==> src/rtl/fft_stream_pkg.sv <==
// -----------------------------------------------------------------------------
// fft_stream_pkg
//   Shared types and helpers for the FFT frame streamer.
//   - state_t      : framer FSM states (IDLE, STREAM, PAD, DONE)
//   - FFT_WORD_W   : complex FFT word width for the default 16-bit halves
//   - pack_sample(): builds the complex FFT input word from one audio sample
// -----------------------------------------------------------------------------
package fft_stream_pkg;

    typedef enum logic [1:0] {
        IDLE   = 2'd0,
        STREAM = 2'd1,
        PAD    = 2'd2,
        DONE   = 2'd3
    } state_t;

    localparam int DEFAULT_DATA_W = 16;
    localparam int FFT_WORD_W     = 2 * DEFAULT_DATA_W;

    // Widest half-word the helper supports; callers truncate the result.
    localparam int PACK_MAX_W = 64;

    // Real half = sample left-justified in data_w bits, imaginary half = 0.
    // The result holds the real half in bits [data_w-1:0] and zeros above it,
    // so taking the low 2*data_w bits gives {imag, real}. Left-justifying
    // keeps the two's-complement sign bit at the top of the real half.
    // The sample must be zero-extended into the argument.
    function automatic logic [2*PACK_MAX_W-1:0] pack_sample(
        input logic [PACK_MAX_W-1:0] sample,
        input int                    sample_w,
        input int                    data_w
    );
        logic [PACK_MAX_W-1:0] re;
        re = sample << (data_w - sample_w);
        return {{PACK_MAX_W{1'b0}}, re};
    endfunction

endpackage

==> src/rtl/axis_out_reg.sv <==
// -----------------------------------------------------------------------------
// axis_out_reg
//   Single-entry AXI-stream output register. A loaded beat is held stable
//   (data, valid, last) until the downstream handshake.
//   Handshake: a beat transfers on a rising clk edge where tvalid && tready;
//   the producer may assert load only when can_load is high.
// Ports:
//   clk, rst         clock, synchronous active-high reset
//   load             write load_data/load_last into the register this cycle
//   load_data/last   beat payload and end-of-frame flag
//   tready           downstream ready
//   can_load         register is empty or is being emptied this cycle
//   tvalid/tdata/tlast  registered AXI-stream outputs
// -----------------------------------------------------------------------------
module axis_out_reg #(
    parameter int W = 32
) (
    input  logic         clk,
    input  logic         rst,
    input  logic         load,
    input  logic [W-1:0] load_data,
    input  logic         load_last,
    input  logic         tready,
    output logic         can_load,
    output logic         tvalid,
    output logic [W-1:0] tdata,
    output logic         tlast
);

    assign can_load = !tvalid || tready;

    always_ff @(posedge clk) begin
        if (rst) begin
            tvalid <= 1'b0;
            tdata  <= '0;
            tlast  <= 1'b0;
        end else if (load) begin
            tvalid <= 1'b1;
            tdata  <= load_data;
            tlast  <= load_last;
        end else if (tready) begin
            tvalid <= 1'b0;
            tlast  <= 1'b0;
        end
    end

endmodule

==> src/rtl/fft_frame_streamer.sv <==
// -----------------------------------------------------------------------------
// fft_frame_streamer
//   Frames signed audio samples into complex FFT input words, asserting tlast
//   every FRAME_LEN beats. Emits 'frames_in' frames per run (0 = until the
//   recording's final sample) and closes a partial final frame.
//   Build option FRAME_ZERO_PAD_EN:
//     defined   - a mid-frame final sample is followed by zero beats up to a
//                 full frame.
//     undefined - the mid-frame final sample carries tlast (short frame) and
//                 the sticky short_frame_out flag is set.
//   Handshake (both sides): a transfer happens on a rising clk_in edge where
//   valid && ready; a valid beat holds its payload until transferred.
// Ports:
//   clk_in, rst_in        clock, synchronous active-high reset
//   start_in, frames_in   run start pulse and frame limit (sampled on start)
//   s_valid_in/s_data_in/s_last_in/s_ready_out   sample input stream
//   m_tdata_out/m_tvalid_out/m_tlast_out/m_tready_in   FFT output stream
//   frame_count_out       frames whose tlast beat was accepted this run
//   busy_out, done_out    not-idle flag, run-complete pulse
//   state_out             FSM state for debug/observation
//   short_frame_out       sticky short-frame flag (only without zero padding)
// -----------------------------------------------------------------------------
module fft_frame_streamer
    import fft_stream_pkg::*;
#(
    parameter int SAMPLE_W    = 8,
    parameter int DATA_W      = DEFAULT_DATA_W,
    parameter int FRAME_LEN   = 2048,
    parameter int FRAME_CNT_W = 16
) (
    input  logic                   clk_in,
    input  logic                   rst_in,
    input  logic                   start_in,
    input  logic [FRAME_CNT_W-1:0] frames_in,
    input  logic                   s_valid_in,
    input  logic [SAMPLE_W-1:0]    s_data_in,
    input  logic                   s_last_in,
    output logic                   s_ready_out,
    output logic [2*DATA_W-1:0]    m_tdata_out,
    output logic                   m_tvalid_out,
    output logic                   m_tlast_out,
    input  logic                   m_tready_in,
    output logic [FRAME_CNT_W-1:0] frame_count_out,
    output logic                   busy_out,
    output logic                   done_out,
    output logic [1:0]             state_out
`ifndef FRAME_ZERO_PAD_EN
    ,
    output logic                   short_frame_out
`endif
);

    localparam int WORD_W = 2 * DATA_W;
    localparam int IDX_W  = $clog2(FRAME_LEN);
    localparam logic [IDX_W-1:0] IDX_LAST = IDX_W'(FRAME_LEN - 1);

    state_t                 state_q, state_d;
    logic [IDX_W-1:0]       idx_q;
    logic [FRAME_CNT_W-1:0] limit_q;
    logic [FRAME_CNT_W-1:0] count_q;
    // Set once the run's final beat sits in the output register; input is
    // closed and we only wait for that beat's handshake.
    logic                   drain_q;

    logic              can_load;
    logic              load;
    logic [WORD_W-1:0] load_word;
    logic              load_last;
    logic              load_final;
    logic              idx_last;
    logic              limit_hit;
    logic              tlast_hs;
    logic [WORD_W-1:0] sample_word;

`ifndef FRAME_ZERO_PAD_EN
    logic short_q;
    logic short_set;
    assign short_frame_out = short_q;
`endif

    assign sample_word = WORD_W'(pack_sample(PACK_MAX_W'(s_data_in), SAMPLE_W, DATA_W));
    assign idx_last    = (idx_q == IDX_LAST);
    // Frames before the current one are all accepted by the time its last
    // beat is loaded, so count_q is the index of the frame being built.
    assign limit_hit   = (limit_q != '0) && (count_q == limit_q - FRAME_CNT_W'(1));
    assign tlast_hs    = m_tvalid_out && m_tready_in && m_tlast_out;

    assign s_ready_out     = (state_q == STREAM) && !drain_q && can_load;
    assign busy_out        = (state_q != IDLE);
    assign done_out        = (state_q == DONE);
    assign frame_count_out = count_q;
    assign state_out       = state_q;

    always_ff @(posedge clk_in) begin
        if (rst_in) state_q <= IDLE;
        else        state_q <= state_d;
    end

    always_comb begin
        state_d    = state_q;
        load       = 1'b0;
        load_word  = '0;
        load_last  = 1'b0;
        load_final = 1'b0;
`ifndef FRAME_ZERO_PAD_EN
        short_set  = 1'b0;
`endif
        case (state_q)
            IDLE: begin
                if (start_in) state_d = STREAM;
            end
            STREAM: begin
                if (s_ready_out && s_valid_in) begin
                    load      = 1'b1;
                    load_word = sample_word;
`ifdef FRAME_ZERO_PAD_EN
                    load_last  = idx_last;
                    load_final = idx_last && (s_last_in || limit_hit);
                    if (s_last_in && !idx_last) state_d = PAD;
`else
                    load_last  = idx_last || s_last_in;
                    load_final = s_last_in || (idx_last && limit_hit);
                    short_set  = s_last_in && !idx_last;
`endif
                end
                if (drain_q && tlast_hs) state_d = DONE;
            end
            PAD: begin
                // Zero beats up to the frame end; that beat always ends the run.
                if (!drain_q && can_load) begin
                    load       = 1'b1;
                    load_last  = idx_last;
                    load_final = idx_last;
                end
                if (drain_q && tlast_hs) state_d = DONE;
            end
            DONE: begin
                state_d = IDLE;
            end
            default: state_d = IDLE;
        endcase
    end

    always_ff @(posedge clk_in) begin
        if (rst_in) begin
            idx_q   <= '0;
            limit_q <= '0;
            count_q <= '0;
            drain_q <= 1'b0;
`ifndef FRAME_ZERO_PAD_EN
            short_q <= 1'b0;
`endif
        end else if (state_q == IDLE && start_in) begin
            idx_q   <= '0;
            limit_q <= frames_in;
            count_q <= '0;
            drain_q <= 1'b0;
`ifndef FRAME_ZERO_PAD_EN
            short_q <= 1'b0;
`endif
        end else begin
            if (load) begin
                idx_q <= idx_q + IDX_W'(1);
                if (load_final) drain_q <= 1'b1;
            end
            if (tlast_hs) count_q <= count_q + FRAME_CNT_W'(1);
`ifndef FRAME_ZERO_PAD_EN
            if (short_set) short_q <= 1'b1;
`endif
        end
    end

    axis_out_reg #(.W(WORD_W)) u_out_reg (
        .clk       (clk_in),
        .rst       (rst_in),
        .load      (load),
        .load_data (load_word),
        .load_last (load_last),
        .tready    (m_tready_in),
        .can_load  (can_load),
        .tvalid    (m_tvalid_out),
        .tdata     (m_tdata_out),
        .tlast     (m_tlast_out)
    );

endmodule

==> config.mk <==
export PLATFORM = sky130hd
export DESIGN_NAME = fft_frame_streamer
export DESIGN_NICKNAME = d
export VERILOG_FILES = /design/src/rtl/fft_stream_pkg.sv /design/src/rtl/axis_out_reg.sv /design/src/rtl/fft_frame_streamer.sv
export SDC_FILE = /design/constraint.sdc
export NUM_CORES = 1
export LEC_CHECK = 0
export BUFFER_PORTS_ARGS = -buffer_cell sky130_fd_sc_hd__buf_2
export CAP_MARGIN = 20
export CORE_ASPECT_RATIO = 0.7
export CORE_MARGIN = 1.5
export CORE_UTILIZATION = 55
export DETAILED_ROUTE_END_ITERATION = 16
export GPL_ROUTABILITY_DRIVEN = 1
export GPL_TIMING_DRIVEN = 0
export PLACE_DENSITY = 0.89
export SYNTH_ARGS = -nofsm -noshare
export SYNTH_HDL_FRONTEND = slang
export SYNTH_SLANG_ARGS = --single-unit
==> constraint.sdc <==
create_clock -name clk_in -period 3.98 [get_ports clk_in]
set_clock_uncertainty 0.15 [all_clocks]
set_input_delay 0.398 -clock clk_in [delete_from_list [all_inputs] [get_ports clk_in]]
set_output_delay 0.398 -clock clk_in [all_outputs]
set_load 0.01 [all_outputs]
==> out/metrics.yaml, run 1 <==
grt:
  grt_pass1_vias: 2604
  grt-ovfl-total: 0
  antenna_found_initial: 0
  grt_usage_pct: 26.37
  grt_pass1_wl_um: 12310
  grt_max_degree: 11
clocking:
  root_buffer: "clkbuf_8"
  cts.path.max_buffers: 2
  cts_setup_buffers: 0
  clk_pin_slew_ns: 0.07
  cts_tree: "yes"
  cts-buffers-inserted: 9
  cts_sinks: 57
  cts_resized: 0
  hold_buffers: 0
  clk-insertion-delay-late_ns: 0.35
  cts.htree.levels: 3
logic_synthesis:
  ys.flop_type: "dfxtp_1"
  netlist_area_um2: 3136
  yosysWarnings: 0
  synth-seq-area-share_pct: 36.39
  syn_area_per_cell_um2: 8.019
  ys_types: 47
  netlist_instances: 391
  ys_async_sr_fraction_pct: 0
  synth_seq_cells: 57
  synth_edf_count: 0
pwr:
  p_leak_nw: 1.639
  power_mw: 1.476
  ir_drop_mv: 0.2123
  p_per_area_nw_per_um2: 383.1
route:
  drcViolationCount: 0
  drtPass1Iterations: 4
  drtIter0Drc: 218
  vias: 2903
  wirelength_um: 7597
  drtAntennaViolNets: 0
  wl_per_cell_um: 13.49
  viasPerCell: 5.156
worst_setup_path:
  reg2reg_setup_slack_ns: 1.32
  crit_fanout: 7
  reg2reg_depth: 9
  arrival_ns: 2.79
  critPathCaptureType: "flip-flop"
  crit_type: "reg -> reg"
  rr_startpoint: "state_out[0]$_SDFFE_PP0P_"
  cp.required_ns: 4.11
  r2r_end: "drain_q$_SDFFE_PP0P_"
  worstSetupStartpointType: "flip-flop"
timing:
  tightest_slew_ns: 0.5651
  max_freq_ghz: 0.3754
  slew_headroom_pct: 62.33
  period_share_pct: 66.94
  fin_crit_ns: 2.664
  drv_slew: 0
  setup_tns_ns: 0
  hold_ws_ns: 0.1367
  hold_viol_final: 0
  setup-violations-final: 0
  rsz0062_at_grt: "no"
finish:
  finalCoreUtilization_pct: 71.77
  final_layout_size_suffix_gt1_share_pct: 22.40
  areaGrowthSynthToFinish_pct: 22.86
  diodes: 0
  nNetsFinal: 524
  nFillCells: 426
hold_path:
  whs_endpoint: "limit_q[6]$_SDFFE_PP0P_"
  hold_path_depth: 3
  min_path_type: "in -> reg"
  worstHoldStart: "frames_in[6]"
placement:
  gp_congestion: 0.8862
  place.detailed.hpwl_um: 5728
  port_buffers: 61
floorplan:
  dieArea_um2: 6170
  rows: 22
  start_util_pct: 58.41
  die_height_um: 66.17
  ios: 86
  core_area_um2: 5368
  die_x_um: 93.25
outcome:
  outcome: "completed"
run:
  drv_cap: 0
-- report_power, final --
group	leakage (nW)	internal (mW)	switching, mW
logic	1.06	0.0950	0.123
registers	0.462	0.585	0.0203
clock network	0.118	0.416	0.236
-- logic make-up (layout without fill, tap and decap cells) --
kind of cell             after synthesis  in the layout  synth area share (%)
AND/OR/NAND/NOR                      167            167                 25.86
AO/OA/AOI/OAI                         61             61                 12.37
flip-flops                            57             57                 36.39
buffers and inverters                 52            129                 9.417
XOR/XNOR                              43             43                 12.01
adder cells (fa/ha/maj)                8              8                 3.192
multiplexers                           2              2                0.6385
other                                  1             24                0.1196
-- layout by cell type (no fill, tap or decap), drive strengths merged, types with 5 or more instances in the layout --
cell | netlist | routed
ha | 8 | 8
clkbuf | 14 | 25
nor4 | 5 | 5
and3 | 5 | 5
inv | 10 | 10
a22oi | 9 | 9
buf | 28 | 89
nand2b | 5 | 5
nand4 | 12 | 12
conb | 1 | 24
nand3 | 7 | 7
o21ai | 9 | 9
nor2 | 49 | 49
dfxtp | 57 | 57
nand2 | 58 | 58
nor3 | 11 | 11
xnor2 | 22 | 22
xor2 | 21 | 21
or3 | 5 | 5
a21oi | 28 | 28
-- synth_stat cells, drive strengths merged (3+ instances only) --
master	count	area, µm²
nand3	7	40.04
a22oi	9	67.56
o21ai	9	45.04
nor4	5	46.29
a31oi	4	25.02
a21oi	28	140.1
and3	5	32.53
xor2	21	183.9
dfxtp	57	1141
nand2b	5	31.28
nand4	12	75.07
nor2b	3	18.77
nand2	58	217.7
xnor2	22	192.7
clkbuf	14	52.55
buf	28	205.2
inv	10	37.54
nor2	49	183.9
or3	5	31.28
nor3	11	81.33
ha	8	100.1
-- final cells by class --
class | instances | area, µm² | share of cell area (%)
multi-input combinational | 305 | 1785 | 46.35
inverter | 10 | 37.54 | 0.9743
buffer | 42 | 257.7 | 6.690
timing repair buffer | 61 | 305.3 | 7.925
clock buffer | 11 | 131.4 | 3.410
tap | 72 | 90.09 | 2.338
clock inverter | 5 | 103.9 | 2.696
sequential | 57 | 1141 | 29.62
-- sequential cells by signal (all words and copies together), names as in the netlist, 2 cells and up --
name,cells
frame_count_out,16
idx_q,11
limit_q,16
state_out,2
u_out_reg.tdata,8
-- stage by stage --
step | cell area [µm²] | cells | worst slack (ns)
floorplan | 3222 | 414 | 1.723
global placement | 3617 | 547 | 1.500
detailed placement | 3617 | 547 | 1.415
CTS | 3852 | 563 | 1.393
global route | 3852 | 563 | 1.195
finish | 3852 | 563 | 1.316
-- critical path: stages (launching register included) --
cell	delay [ns]
dfxtp_1	0.46
inv_1	0.11
ha_1	0.39
nor2b_1	0.20
and3_1	0.17
clkbuf_1	0.29
nand4_1	0.22
a2111oi_4	0.34
nand4_1	0.15
o21ai_1	0.14
-- routing by layer --
layer	share of wire [%]	up-vias	wire (µm)	track usage [%]
li1	-	1468	-	-
met1	47	1316	3580	35.03
met2	45	105	3383	39.49
met3	6.9	14	522	9.195
met4	1.4	0	110	9.470
met5	0	-	0	0
-- how the worst max path moves through the flow --
stage / from / end / slack (ns) / cells after the start
after floorplan: state_out[0]$_SDFFE_PP0P_ / drain_q$_SDFFE_PP0P_ / 1.72 / 9
after global placement: state_out[0]$_SDFFE_PP0P_ / drain_q$_SDFFE_PP0P_ / 1.50 / 9
after detailed placement: state_out[0]$_SDFFE_PP0P_ / drain_q$_SDFFE_PP0P_ / 1.42 / 9
after CTS: state_out[0]$_SDFFE_PP0P_ / drain_q$_SDFFE_PP0P_ / 1.39 / 9
after global routing: state_out[0]$_SDFFE_PP0P_ / drain_q$_SDFFE_PP0P_ / 1.19 / 9
final: state_out[0]$_SDFFE_PP0P_ / drain_q$_SDFFE_PP0P_ / 1.32 / 9
No activity file was read; power rests on OpenSTA's default activity.
==> run 2, diff against run 1 <==
- CORE_UTILIZATION: 55 -> 53
- PLACE_DENSITY: 0.89 -> 0.87
- clock period: 3.98 -> 2.65 ns (I/O delays scaled with it)
==> out/metrics.yaml, run 2 (synthesis gave the netlist of run 1 again) <==
floorplan:
  die_height_um: 67.35  # was 66.17 µm
  die_x_um: 94.93  # was 93.25 µm
  core_area_um2: 5727  # was 5368 µm²
  start_util_pct: 54.75  # was 58.41%
  ios: 86  # unchanged
  dieArea_um2: 6394  # was 6170 µm²
  rows: 23  # was 22
timing:
  drv_slew: 0  # unchanged
  hold_viol_final: 0  # unchanged
  fin_crit_ns: 2.449  # was 2.664 ns
  rsz0062_at_grt: "no"  # unchanged
  setup_tns_ns: 0  # unchanged
  max_freq_ghz: 0.4083  # was 0.3754 GHz
  slew_headroom_pct: 65.02  # was 62.33%
  period_share_pct: 92.42  # was 66.94%
  tightest_slew_ns: 0.5246  # was 0.5651 ns
  setup-violations-final: 0  # unchanged
worst_setup_path:
  worstSetupStartpointType: "flip-flop"  # unchanged
  reg2reg_setup_slack_ns: 0.20  # was 1.32 ns
  critPathCaptureType: "flip-flop"  # unchanged
  cp.required_ns: 2.78  # was 4.11 ns
  crit_family: "simple AND/OR/NAND/NOR gates"  # unchanged
  slowest_stage: "or3_1"  # was dfxtp_1
  crit_top_cell: "or3_1"  # was nand4_1
  arrival_ns: 2.58  # was 2.79 ns
  crit_type: "reg -> reg"  # unchanged
  cp_cell_sequence: "inv_1 > ha_1 > nor2b_2 > nand3_2 > or3_1 > or3_1 > a21oi_1"  # was inv_1 > ha_1 > nor2b_1 > and3_1 > clkbuf_1 > nand4_1 > a2111oi_4 > nand4_1 > o21ai_1
  crit_fanout: 6  # was 7
  cp.buffers_inverters: 1  # was 2
  max_stage_delay_ns: 0.46  # about the same
grt:
  antenna_found_initial: 0  # unchanged
  grt_pass1_wl_um: 11880  # was 12310 µm
  grt-ovfl-total: 0  # unchanged
  grt_pass1_vias: 2650  # was 2604
  grt_max_degree: 11  # unchanged
  grt_usage_pct: 24.93  # was 26.37%
clocking:
  cts_sinks: 57  # unchanged
  cts_setup_buffers: 0  # unchanged
  clk_pin_slew_ns: 0.06  # was 0.07 ns
  cts-buffers-inserted: 9  # unchanged
  root_buffer: "clkbuf_8"  # unchanged
  cts_tree: "yes"  # unchanged
  cts.path.max_buffers: 2  # unchanged
  clk-insertion-delay-late_ns: 0.35  # about the same
  cts.htree.levels: 3  # unchanged
pwr:
  switching_share_pct: 27.39  # was 25.73%
  comb_power_share_pct: 16.3  # was 14.8%
  clkPwrFrac_pct: 39.4  # was 44.2%
  p_leak_nw: 1.652  # was 1.639 nW
  p_int_mw: 1.487  # was 1.096 mW
  p_per_area_nw_per_um2: 525.8  # was 383.1 nW/µm²
  seqPwrFrac_pct: 44.4  # was 41.0%
  ir_drop_mv: 0.3271  # was 0.2123 mV
  p_switching_mw: 0.5610  # was 0.3798 mW
placement:
  port_buffers: 61  # unchanged
  place.detailed.hpwl_um: 5746  # was 5728 µm
  gp_congestion: 0.8892  # was 0.8862
  dpl_cell_area_um2: 3621  # was 3617 µm²
finish:
  nNetsFinal: 531  # was 524
  final_layout_size_suffix_gt1_share_pct: 22.49  # was 22.40%
  nFillCells: 506  # was 426
  finalInstanceArea_um2: 3895  # was 3852 µm²
  finalCoreUtilization_pct: 68.01  # was 71.77%
  final_common_cell: "buf_2"  # unchanged
  final_cell_mix: "buf_2, nand2_1, dfxtp_1"  # unchanged
  areaGrowthSynthToFinish_pct: 24.22  # was 22.86%
  diodes: 0  # unchanged
outcome:
  outcome: "completed"  # unchanged
route:
  vias: 2943  # was 2903
  wl_per_cell_um: 13.34  # was 13.49 µm
  viasPerCell: 5.136  # was 5.156
  drcViolationCount: 0  # unchanged
  wirelength_um: 7643  # was 7597 µm
  drtIter0Drc: 145  # was 218
  drtPass1Iterations: 5  # was 4
  drtAntennaViolNets: 0  # unchanged
run:
  drv_cap: 0  # unchanged
hold_path:
  min_path_type: "in -> reg"  # unchanged
-- run 2: cell types whose count changed in the layout (fill, tap and decap cells not counted), sizes merged --
cell and change:
dlygate4sd3 +8, clkbuf +1, bufinv -2
-- run 2: repair_timing --
| action | in CTS | in global routing |
|---|---|---|
| resized for setup | 0 | 3 |
| hold buffers | 8 | 0 |
| hold endpoints to repair | 8 | 0 |
| setup endpoints to repair | 0 | 5 |
-- run 2: per-stage QoR --
stage               worst slack, ns  power [mW]  hold slack, ns  cells
floorplan                    0.3935       1.162          0.2510    414
global placement             0.1617       1.233          0.3282    550
detailed placement          0.05920       1.246          0.3136    550
CTS                         0.01855       2.056       0.0001671    574
global route                0.01978       2.141        0.007224    573
finish                       0.2009       2.048        0.003785    573
-- run 2: routing by layer --
metal | part of all wire, % | routed length (µm) | vias to the layer above | global-route usage (%)
li1 | - | - | 1475 | -
met1 | 43 | 3320 | 1368 | 29.13
met2 | 49 | 3719 | 86 | 42.59
met3 | 6.2 | 477 | 14 | 6.869
met4 | 1.6 | 126 | 0 | 12.13
met5 | 0 | 0 | - | 0
-- run 2: worst register-to-register path, stage by stage (launching register included) --
cell and delay [ns]:
dfxtp_1 0.44, inv_1 0.11, ha_1 0.37, nor2b_2 0.21, nand3_2 0.16, or3_1 0.46
or3_1 0.33, a21oi_1 0.14
-- run 2: final timing paths --
path	startpoint	to	depth (start not counted)
worst max register to register	state_out[1]$_SDFFE_PP0P_	idx_q[8]$_SDFFE_PP0P_	7
worst min register to register	short_frame_out$_SDFFE_PP0P_	short_frame_out$_SDFFE_PP0P_	2
worst max-delay path	state_out[1]$_SDFFE_PP0P_	idx_q[8]$_SDFFE_PP0P_	7
worst min-delay path	frames_in[8]	limit_q[8]$_SDFFE_PP0P_	3
-- run 2: cell type report --
cell class | instances | area (µm²) | share of cell area [%]
sequential | 57 | 1141 | 29.30
clock buffer | 13 | 148.9 | 3.823
tap | 75 | 93.84 | 2.409
buffer | 41 | 254.0 | 6.521
inverter | 10 | 37.54 | 0.9637
clock inverter | 3 | 40.04 | 1.028
multi-input combinational | 305 | 1794 | 46.06
timing repair buffer | 69 | 385.4 | 9.894
-- run 2: power groups by stage --
stage	Clock, mW	Sequential [mW]	Combinational, mW
finish	0.806	0.909	0.333
CTS	0.818	0.909	0.329
detailed placement	0	0.928	0.319
global placement	0	0.926	0.307
floorplan	0	0.924	0.238
global route	0.861	0.911	0.369
==> run 3, diff against run 2 <==
- PLACE_DENSITY: 0.87 -> 0.89
==> out/metrics.yaml, run 3 (synthesis gave the netlist of run 1 again) <==
pwr:
  p_leak_nw: 1.655  # was 1.652 nW
  switching_share_pct: 25.46  # was 27.39%
  seqPwrFrac_pct: 40.4  # was 44.4%
  comb_power_share_pct: 14.5  # was 16.3%
  ir_drop_mv: 0.4014  # was 0.3271 mV
  p_per_area_nw_per_um2: 576.5  # was 525.8 nW/µm²
  p_int_mw: 1.677  # was 1.487 mW
  p_switching_mw: 0.5725  # was 0.5610 mW
  clkPwrFrac_pct: 45.1  # was 39.4%
worst_setup_path:
  cp.required_ns: 2.77  # was 2.78 ns
  reg2reg_depth: 7  # unchanged
  cp.buffers_inverters: 1  # unchanged
  r2r_end: "idx_q[8]$_SDFFE_PP0P_"  # unchanged
  rr_startpoint: "state_out[0]$_SDFFE_PP0P_"  # was state_out[1]$_SDFFE_PP0P_
  worstSetupStartpointType: "flip-flop"  # unchanged
  max_stage_delay_ns: 0.50  # was 0.46 ns
  slowest_stage: "or3_1"  # unchanged
  crit_fanout: 6  # unchanged
  crit_family: "simple AND/OR/NAND/NOR gates"  # unchanged
  crit_top_cell: "or3_1"  # unchanged
  crit_type: "reg -> reg"  # unchanged
  cp_cell_sequence: "inv_1 > ha_1 > nor2b_1 > nand3_1 > or3_1 > or3_1 > a21oi_1"  # was inv_1 > ha_1 > nor2b_2 > nand3_2 > or3_1 > or3_1 > a21oi_1
  critPathCaptureType: "flip-flop"  # unchanged
  reg2reg_setup_slack_ns: 0.12  # was 0.20 ns
  arrival_ns: 2.65  # was 2.58 ns
clocking:
  root_buffer: "clkbuf_8"  # unchanged
  cts-buffers-inserted: 9  # unchanged
  clk_pin_slew_ns: 0.06  # about the same
  cts_setup_buffers: 0  # unchanged
  cts.path.max_buffers: 2  # unchanged
  cts.htree.levels: 3  # unchanged
  clk-insertion-delay-late_ns: 0.34  # was 0.35 ns
  cts_sinks: 57  # unchanged
  cts_tree: "yes"  # unchanged
grt:
  use_met1_pct: 28.95  # was 29.13%
  grt-ovfl-total: 0  # unchanged
  grt_usage_pct: 24.37  # was 24.93%
  met2_usage_pct: 41.61  # was 42.59%
  grt_pass1_wl_um: 11950  # was 11880 µm
  grt_pass1_vias: 2714  # was 2650
  grt-busiest-layer: "met2"  # unchanged
  grt_max_degree: 12  # was 11
  antenna_found_initial: 0  # unchanged
  grt_util_met3_pct: 10.36  # was 6.869%
hold_path:
  hold_path_depth: 3  # unchanged
  whs_endpoint: "limit_q[8]$_SDFFE_PP0P_"  # unchanged
  worstHoldStart: "frames_in[8]"  # unchanged
  min_path_type: "in -> reg"  # unchanged
timing:
  hold_viol_final: 0  # unchanged
  max_freq_ghz: 0.3955  # was 0.4083 GHz
  tightest_slew_ns: 0.5493  # was 0.5246 ns
  rsz0062_at_grt: "yes"  # was no
  slew_headroom_pct: 63.38  # was 65.02%
  drv_slew: 0  # unchanged
  period_share_pct: 95.41  # was 92.42%
  fin_crit_ns: 2.528  # was 2.449 ns
  setup-violations-final: 0  # unchanged
floorplan:
  die_x_um: 94.93  # unchanged
  ios: 86  # unchanged
  rows: 23  # unchanged
  start_util_pct: 54.75  # unchanged
  die_height_um: 67.35  # unchanged
  core_area_um2: 5727  # unchanged
  dieArea_um2: 6394  # unchanged
placement:
  placedCellCount: 550  # unchanged
  gp_congestion: 0.8623  # was 0.8892
  port_buffers: 61  # unchanged
  dpl_cell_area_um2: 3621  # unchanged
  place.detailed.hpwl_um: 5441  # was 5746 µm
route:
  vias: 2903  # was 2943
  wirelength_um: 7241  # was 7643 µm
  drcViolationCount: 0  # unchanged
  wl_per_cell_um: 12.75  # was 13.34 µm
  drtAntennaViolNets: 0  # unchanged
  drtPass1Iterations: 4  # was 5
  viasPerCell: 5.111  # was 5.136
  drtIter0Drc: 173  # was 145
finish:
  final_cell_mix: "buf_2, nand2_1, dfxtp_1"  # unchanged
  nFillCells: 462  # was 506
  finalCoreUtilization_pct: 68.12  # was 68.01%
  areaGrowthSynthToFinish_pct: 24.42  # was 24.22%
  nNetsFinal: 526  # was 531
  diodes: 0  # unchanged
  final_common_cell: "buf_2"  # unchanged
  finalInstanceArea_um2: 3901  # was 3895 µm²
  final_layout_size_suffix_gt1_share_pct: 22.92  # was 22.49%
  stdcell_count: 568  # was 573
run:
  drv_cap: 0  # unchanged
outcome:
  outcome: "completed"  # unchanged
[run 3: per-layer routing]
| layer | part of all wire [%] | routed length (µm) |
|---|---|---|
| met5 | 0 | 0 |
| met4 | 1.2 | 90 |
| met3 | 6.6 | 480 |
| met2 | 47 | 3436 |
| met1 | 45 | 3234 |
[run 3: timing repair]
item | in CTS | in global routing
gates resized for setup | 0 | 1
endpoints found under the setup margin | 0 | 3
hold buffers | 3 | 0
hold endpoints to repair | 3 | 0
[run 3: worst max path at each step]
stage | startpoint | endpoint | slack (ns) | cells past startpoint
2_1_floorplan | state_out[0]$_SDFFE_PP0P_ | drain_q$_SDFFE_PP0P_ | 0.39 | 9
3_3_place_gp | state_out[0]$_SDFFE_PP0P_ | drain_q$_SDFFE_PP0P_ | 0.16 | 9
3_5_place_dp | state_out[1]$_SDFFE_PP0P_ | drain_q$_SDFFE_PP0P_ | 0.11 | 9
4_1_cts | state_out[0]$_SDFFE_PP0P_ | drain_q$_SDFFE_PP0P_ | 0.07 | 9
5_1_grt | state_out[0]$_SDFFE_PP0P_ | idx_q[8]$_SDFFE_PP0P_ | -0.06 | 7
6_report | state_out[0]$_SDFFE_PP0P_ | idx_q[8]$_SDFFE_PP0P_ | 0.12 | 7
[run 3: per-stage QoR]
| stage | power [mW] | setup WS [ns] | TNS [ns] | hold slack [ns] |
|---|---|---|---|---|
| 2_1_floorplan | 1.162 | 0.3935 | 0 | 0.2510 |
| 3_3_place_gp | 1.233 | 0.1613 | 0 | 0.3289 |
| 3_5_place_dp | 1.245 | 0.1123 | 0 | 0.3279 |
| 4_1_cts | 2.256 | 0.07480 | 0 | 0.002751 |
| 5_1_grt | 2.338 | -0.05941 | -0.09926 | 0.01141 |
| 6_report | 2.249 | 0.1216 | 0 | 0.01510 |
[run 3: area by class of cell]
| cell class | count | area (µm²) | area share (%) |
|---|---|---|---|
| multi-input cells | 305 | 1787 | 45.80 |
| flip-flops and latches | 57 | 1141 | 29.25 |
| repair buffers | 64 | 335.3 | 8.595 |
| plain buffers | 41 | 254.0 | 6.511 |
| clock buffers | 10 | 137.6 | 3.528 |
| clock inverters | 6 | 115.1 | 2.951 |
| well taps | 75 | 93.84 | 2.405 |
| inverters | 10 | 37.54 | 0.9622 |
[run 3: worst reg2reg max path, stage by stage (launching register included)]
cell and delay [ns]:
dfxtp_1 0.43, inv_1 0.09, ha_1 0.36, nor2b_1 0.21, nand3_1 0.25, or3_1 0.51
or3_1 0.33, a21oi_1 0.14
[run 3: power by group through the flow]
stage / Combinational, mW / Clock (mW) / Sequential [mW]
after detailed placement: 0.318 / 0 / 0.927
final: 0.326 / 1.01 / 0.909
after global routing: 0.363 / 1.06 / 0.912
after floorplan: 0.238 / 0 / 0.924
after CTS: 0.323 / 1.02 / 0.908
after global placement: 0.307 / 0 / 0.926
